<file path="config.mk">
export PLATFORM = sky130hd
export DESIGN_NAME = div_sequencer
export DESIGN_NICKNAME = d
export VERILOG_FILES = /design/src/rtl/div_pkg.sv /design/src/rtl/div_sign_fix.sv /design/src/rtl/div_sequencer.sv
export SDC_FILE = /design/constraint.sdc
export NUM_CORES = 1
export LEC_CHECK = 0
export CAP_MARGIN = 10
export CORE_ASPECT_RATIO = 0.9
export CORE_MARGIN = 2
export CORE_UTILIZATION = 45
export DETAILED_ROUTE_END_ITERATION = 7
export PLACE_DENSITY = 0.65
export SYNTH_ARGS = -nofsm -noshare
export SYNTH_HDL_FRONTEND = slang
export SYNTH_HIERARCHICAL = 1
export SYNTH_SLANG_ARGS = --single-unit
</file>
<file path="constraint.sdc">
create_clock -name clock -period 9.9 [get_ports clock]
set_clock_uncertainty 0.05 [all_clocks]
set_input_delay 0.99 -clock clock [delete_from_list [all_inputs] [get_ports clock]]
set_output_delay 0.99 -clock clock [all_outputs]
set_load 0.01 [all_outputs]
</file>
<file path="src/rtl/div_pkg.sv">
// Shared types and sizing for the signed integer divider sequencer.
package div_pkg;

    typedef enum logic [1:0] {
        IDLE = 2'd0,
        RUN  = 2'd1,
        FIX  = 2'd2,
        DONE = 2'd3
    } state_t;

    localparam int DIV_WIDTH = 32;

    function automatic int cnt_w(input int w);
        return (w > 1) ? $clog2(w) : 1;
    endfunction

    localparam int DIV_CNT_W = cnt_w(DIV_WIDTH);

endpackage

</file>
<file path="src/rtl/div_sign_fix.sv">
// Conditional two's-complement negate: magnitude extraction and quotient sign fix.
// Purely combinational, no state, no flow control.
module div_sign_fix #(
    parameter int WIDTH = 32
) (
    input  logic             i_neg,
    input  logic [WIDTH-1:0] i_val,
    output logic [WIDTH-1:0] o_val
);

    assign o_val = i_neg ? (~i_val + {{(WIDTH-1){1'b0}}, 1'b1}) : i_val;

endmodule

</file>
<file path="src/rtl/div_sequencer.sv">
// Signed restoring divider sequencer: one quotient bit per cycle, ready pulse WIDTH+1 cycles after start.
// busy stalls the pipeline during RUN/FIX; starts arriving while busy are dropped, not queued.
module div_sequencer
    import div_pkg::*;
#(
    parameter int WIDTH = DIV_WIDTH
) (
    input  logic             clock,
    input  logic             reset_n,
    input  logic             ctrl_DIV,
    input  logic [WIDTH-1:0] data_operandA,
    input  logic [WIDTH-1:0] data_operandB,
    output logic [WIDTH-1:0] data_result,
    output logic             data_exception,
    output logic             data_resultRDY,
    output logic             busy
);

    localparam int              CW   = cnt_w(WIDTH);
    localparam logic [CW-1:0]   LAST = CW'(WIDTH - 1);

    state_t             r_state;
    logic [CW-1:0]      r_cnt;
    logic [WIDTH-1:0]   r_rem;
    logic [WIDTH-1:0]   r_quo;
    logic [WIDTH-1:0]   r_div;
    logic               r_sa;
    logic               r_sb;
    logic [WIDTH-1:0]   r_result;
    logic               r_exc;
    logic               r_rdy;
    logic               r_busy;

    logic [WIDTH-1:0]   w_abs_a;
    logic [WIDTH-1:0]   w_abs_b;
    logic [WIDTH-1:0]   w_fixed;
    logic [WIDTH:0]     w_rem_sh;
    logic [WIDTH:0]     w_diff;
    logic               w_neg;
    logic               w_b_zero;

    div_sign_fix #(.WIDTH(WIDTH)) u_abs_a (
        .i_neg (data_operandA[WIDTH-1]),
        .i_val (data_operandA),
        .o_val (w_abs_a)
    );

    div_sign_fix #(.WIDTH(WIDTH)) u_abs_b (
        .i_neg (data_operandB[WIDTH-1]),
        .i_val (data_operandB),
        .o_val (w_abs_b)
    );

    div_sign_fix #(.WIDTH(WIDTH)) u_fix (
        .i_neg (r_sa ^ r_sb),
        .i_val (r_quo),
        .o_val (w_fixed)
    );

    // rem < divisor <= 2^(WIDTH-1) keeps the shifted remainder below 2^WIDTH,
    // so the top bit of the WIDTH+1 bit difference is a clean borrow flag.
    assign w_rem_sh = {r_rem, r_quo[WIDTH-1]};
    assign w_diff   = w_rem_sh - {1'b0, r_div};
    assign w_neg    = w_diff[WIDTH];
    assign w_b_zero = (data_operandB == '0);

    always_ff @(posedge clock or negedge reset_n) begin
        if (!reset_n) begin
            r_state  <= IDLE;
            r_cnt    <= '0;
            r_rem    <= '0;
            r_quo    <= '0;
            r_div    <= '0;
            r_sa     <= 1'b0;
            r_sb     <= 1'b0;
            r_result <= '0;
            r_exc    <= 1'b0;
            r_rdy    <= 1'b0;
            r_busy   <= 1'b0;
        end else begin
            case (r_state)
                IDLE, DONE: begin
                    if (ctrl_DIV) begin
                        r_sa  <= data_operandA[WIDTH-1];
                        r_sb  <= data_operandB[WIDTH-1];
                        r_rem <= '0;
                        r_quo <= w_abs_a;
                        r_div <= w_abs_b;
                        r_cnt <= '0;
                        if (w_b_zero) begin
                            r_state  <= DONE;
                            r_exc    <= 1'b1;
                            r_result <= '0;
                            r_rdy    <= 1'b1;
                            r_busy   <= 1'b0;
                        end else begin
                            r_state  <= RUN;
                            r_exc    <= 1'b0;
                            r_rdy    <= 1'b0;
                            r_busy   <= 1'b1;
                        end
                    end else begin
                        r_state <= IDLE;
                        r_rdy   <= 1'b0;
                        r_busy  <= 1'b0;
                    end
                end

                RUN: begin
                    r_rem <= w_neg ? w_rem_sh[WIDTH-1:0] : w_diff[WIDTH-1:0];
                    r_quo <= {r_quo[WIDTH-2:0], ~w_neg};
                    r_cnt <= r_cnt + CW'(1);
                    if (r_cnt == LAST) begin
                        r_state <= FIX;
                    end
                end

                FIX: begin
                    r_result <= w_fixed;
                    r_state  <= DONE;
                    r_rdy    <= 1'b1;
                    r_busy   <= 1'b0;
                end

                default: begin
                    r_state <= IDLE;
                    r_rdy   <= 1'b0;
                    r_busy  <= 1'b0;
                end
            endcase
        end
    end

    assign data_result    = r_result;
    assign data_exception = r_exc;
    assign data_resultRDY = r_rdy;
    assign busy           = r_busy;

endmodule

</file>
== Word-level counts from Yosys, hierarchy flattened ==
Cells that the tools add are included.

* Bits in registers: 140
* Bits in latches: 0
* RAM bits: 0
* ROM bits: 0
* Input bits: 67
* Output and inout port bits: 35
* Logic and storage cells: 59
* Memories kept: 0

* Add/sub/neg operators: 5
* Multiply operators: 0
* Div/mod/pow operators: 0
* $lt $le $gt $ge: 0
* Equality and inequality tests: 7
* Shifts and indexed selects: 0
* Multiplexer cells: 23
* Bitwise gates (word level): 5
* Reduce and logical (&&, ||, !) cells: 8

{| class="wikitable"
|+ Operator list
! cell !! number
|-
| $mux W32 || 8
|-
| $pmux W32 S2 || 3
|-
| $add A32 B1 Y32 const B || 3
|-
| $not A32 Y32 || 3
|-
| $sub A33 B32 Y33 || 1
|-
| $logic_not A32 Y1 || 1
|-
| $pmux W5 S2 || 1
|-
| $mux W2 || 3
|-
| $ne A2 B2 Y1 const B || 3
|-
| $pmux W2 S3 || 1
|-
| $add A5 B1 Y5 const B || 1
|-
| $eq A5 B5 Y1 const B || 1
|-
| $mux W5 || 1
|-
| $eq A2 B2 Y1 const B || 2
|-
| $mux W1 || 4
|-
| $pmux W1 S2 || 2
|-
| $reduce_and A2 Y1 || 2
|-
| $reduce_bool A2 Y1 || 2
|-
| $reduce_and A3 Y1 || 1
|-
| $eq A2 B1 Y1 const B || 1
|-
| $logic_not A2 Y1 || 1
|-
| $reduce_or A2 Y1 || 1
|-
| $not A1 Y1 || 1
|-
| $xor A1 B1 Y1 || 1
|}

== Logic depth before layout (Yosys ltp) ==
* Depth after elaboration: 5
* Mapped depth: 14
* Mapped depth without buffers: 13

== Modules after synthesis ==
The synthesis kept the hierarchy.

{| class="wikitable"
|+ Modules (own cells, without submodules)
! module !! times used !! cells an instance !! area each (um^2) !! sequential area each (um^2)
|-
| div_sequencer || 1 || 770 || 7816.2 || 3503.4
|-
| div_sign_fix || 3 || 99 || 777.0 || 0.0
|}

== Worst setup path before layout ==
Ideal clock, no wire load.

* Path type: reg-to-reg
* Start point: reg r_quo[31]
* End point: reg r_rem[30]
* Library setup time: 135 ps
* Arrival: 2941 ps
* Data required time: 9715 ps
* Path slack: 6774 ps
* Stages on the path, launching flop included: 15
* Buffers on the path: 1
* Period minus slack after synthesis: 3126 ps
* Cells stage by stage: dfrtp_1 > inv_1 > ha_1 > inv_1 > fa_1 > a211oi_2 > nor2_1 > o31ai_4 > o221ai_2 > a311oi_2 > or3_4 > nand4_4 > buf_2 > a32oi_1 > o31ai_1

* Cells in the longest elaborated chain, start to end: 3

{| class="wikitable"
|+ RTL lines
! what !! line !! text
|-
| start, declared || div_sequencer.sv:25 || <nowiki>logic [WIDTH-1:0] r_quo;</nowiki>
|-
| start signal, assigned || div_sequencer.sv:87 || <nowiki>r_quo <= w_abs_a;</nowiki>
|-
| start signal, assigned || div_sequencer.sv:111 || <nowiki>r_quo <= {r_quo[WIDTH-2:0], ~w_neg};</nowiki>
|-
| $sub A33 B32 Y33 || div_sequencer.sv:63 || <nowiki>assign w_diff = w_rem_sh - {1'b0, r_div};</nowiki>
|-
| $mux W32 || div_sequencer.sv:110 || <nowiki>r_rem <= w_neg ? w_rem_sh[WIDTH-1:0] : w_diff[WIDTH-1:0];</nowiki>
|-
| $pmux W32 S2 || div_sequencer.sv:81 || <nowiki>case (r_state)</nowiki>
|-
| end signal, assigned || div_sequencer.sv:110 ||
|-
| end, declared || div_sequencer.sv:24 || <nowiki>logic [WIDTH-1:0] r_rem;</nowiki>
|}

No other way between the ends.
A chain may end at the register's enable or synchronous reset.

== Final worst setup path ==
* Start point: reg r_quo[31]
* End point: reg r_rem[28]

Same word-level chain as after synthesis.

==> flow_summary.ini <==
[worst_setup_path]
crit_top_cell = inv_1
criticalPathCategory = flip-flop to flip-flop
worstPathRequired_ns = 10.21
cp_data_arrival_time_ns = 4.48
crit_chain = inv_1, ha_1, inv_1, fa_1, a211oi_2, nor2_1, o31ai_4, o221ai_2, a311oi_2, or3_4, nand4_4, or3b_1, o21ai_1
crit_slowest_cell = nand4_4
max_stage_delay_ns = 0.70
start_kind = flip-flop
end_kind = flip-flop
cp_max_fo = 42

[cells_and_area]
layout_commonest_cell = dfrtp_1
multi_input_area_um2 = 6240
filler_cell_count = 1992
mostFrequentLayoutCells = dfrtp_1 (140), xnor2_1 (104), clkdlybuf4s50_1 (100), nand2_1 (98), o21ai_0 (78)
areaGrowthSynthToFinish_pct = 19.1
drive_above_1_share = 0.106
final_nets = 1256
antennaDiodeCount = 0
finalNonFillerCells = 1458
final-seq-area_um2 = 3500

[clocking]
post_cts_buffers = 0
cts.sinks = 140
cts-root-buf = clkbuf_16
cts_hold_buf = 0
clock_latency_ns = 0.43
cts_tree = done
h-tree-depth = 4
clockBufferDepth = 2
cts.clk_slew.worst_paths_ns = 0.06
postCtsResizedCells = 0
cts_buffers = 17

[timing]
rsz0062_at_grt = false
min_period_ns = 4.18
tns_ns = 0
worstMarginPinSlew_ns = 0.961
period_share = 0.422
whs_ns = 0.429
max_freq_mhz = 239
finalHoldViolCount = 0
slew_viol_final = 0
slew_headroom = 0.354
setup_violations = 0

[place]
dp.cells = 1426
port_buffers = 101
gp_congestion = 0.864
dp_hpwl_mm = 18.2

[grt]
grt_max_degree = 89
antenna_found_initial = 0
overflow = 0
grt_pass1_wl_mm = 42.6
grt.total_usage = 0.221
grt_pass1_vias = 8077

[yosys]
syn_area_um2 = 10100
synth_cells = 1067
syn_avg_cell_area_um2 = 9.51
syn_nets = 1175
async_flop_share = 1.00
yosys_warnings = 6
yosysUniqueCellTypes = 67
seq_area_frac_synth = 0.345
ys_seq_elements = 140
synth_edf_count = 0
synthFlopType = dfrtp_1

[run_status]
outcome = complete, no violations

[floorplan]
row_count = 52
ios = 102
die_x_um = 162
core-area_um2 = 22300
dieArea_um2 = 23800
die_h_um = 146
start_util = 0.455

[pwr]
cellPowerDensity_nw_per_um2 = 299
p_total_mw = 3.62
vdd_drop_max_mv = 0.182
p_leak_nw = 5.11

[routing]
route.detailed.vias_per_inst = 5.76
drc_errors = 0
wire_per_inst_um = 17.5
drt-total-wl_mm = 25.5
ant_nets = 0
drt_pass1_iterations = 5
vias = 8400
drtIter0Drc = 575

[flow_run]
drv_cap = 0

[hold_path]
hold_class = flip-flop to flip-flop
==> metal layers <==
layer | share of wire | vias up | global-route usage | routed length [µm]
met1 | 0.51 | 4066 | 0.332 | 13000
met4 | 0.011 | 0 | 0.0438 | 290
met2 | 0.43 | 197 | 0.336 | 11100
met5 | 0 | - | 0 | 0
li1 | - | 4110 | - | -
met3 | 0.045 | 27 | 0.0364 | 1150
==> cell usage after synthesis, types with 6 or more instances <==
library cell / instances / area [µm²]
a21o_1: 16 / 120
a21oi_1: 21 / 105
a22o_1: 35 / 307
a22oi_1: 19 / 143
a31oi_1: 27 / 169
a32oi_1: 7 / 61.3
buf_1: 12 / 45.0
clkbuf_1: 34 / 128
dfrtp_1: 140 / 3500
ha_1: 40 / 500
inv_1: 51 / 191
mux2_2: 35 / 394
mux2i_1: 37 / 370
nand2_1: 98 / 368
nand2b_1: 13 / 81.3
nand3_1: 25 / 125
nand4_1: 12 / 75.1
nor2_1: 21 / 78.8
nor2b_1: 26 / 163
nor3_1: 13 / 65.1
nor4_1: 14 / 87.6
nor4_4: 12 / 255
o21ai_0: 78 / 390
o21ai_1: 27 / 135
o21bai_1: 6 / 45.0
o31ai_1: 30 / 225
o41ai_1: 16 / 140
o41ai_2: 12 / 195
or2b_1: 6 / 45.0
xnor2_1: 104 / 911
xor2_1: 12 / 105
==> final timing paths <==
kind	depth (start not counted)	slack [ns]	start	end
max	13	5.72	r_quo[31]	r_rem[28]
min	2	0.43	r_cnt[4]	r_cnt[4]
max reg2reg	13	5.72	r_quo[31]	r_rem[28]
min reg2reg	2	0.43	r_cnt[4]	r_cnt[4]
max in group asynchronous	2	7.97	reset_n	r_cnt[3]
min in group asynchronous	1	0.59	reset_n	data_result[13]
==> metrics by stage <==
step / setup slack (ns) / utilization / instance area (µm²)
after floorplan: 6.77 / - / 10100
after global placement: 5.84 / 0.512 / 11400
after detailed placement: 5.73 / 0.512 / 11400
after CTS: 5.72 / 0.542 / 12100
after global routing: 5.40 / 0.542 / 12100
final: 5.72 / 0.542 / 12100
==> where the power goes <==
group / switching, mW / total (mW) / leakage (nW) / internal, mW
clock: 0.253 / 0.727 / 0.326 / 0.474
sequential: 0.211 / 1.01 / 1.77 / 0.800
combinational: 1.03 / 1.88 / 3.02 / 0.854
total: 1.49 / 3.62 / 5.11 / 2.13
==> cell families after synthesis <==
| group | synth area share |
|---|---|
| multiplexers | 0.0753 |
| XOR/XNOR | 0.100 |
| AO/OA/AOI/OAI | 0.228 |
| adder cells (fa/ha/maj) | 0.0513 |
| AND/OR/NAND/NOR | 0.158 |
| buffers and inverters | 0.0427 |
| flip-flops | 0.345 |
==> state kept, by name, summed over array words and instances, names as in the netlist <==
name / count
r_quo: 32
r_sb: 1
busy: 1
data_result: 32
data_resultRDY: 1
r_rem: 32
r_cnt: 5
data_exception: 1
r_sa: 1
r_div: 32
r_state: 2
==> layout make-up <==
class,count,area share
Sequential cell,140,0.290
Inverter,51,0.0158
Multi-Input combinational cell,823,0.516
Tap cell,297,0.0307
Clock inverter,10,0.0153
Clock buffer,22,0.0401
Timing Repair Buffer,115,0.0924
==> critical path, delay by kind of cell, from the launching register on <==
kind	cells	cell delay, ns
compound gates	5	1.25
fa+ha+maj	2	0.59
buf+inv	2	0.12
simple gates	4	1.66
flops	1	0.42
Note: power is estimated with default switching activity, not from simulation.
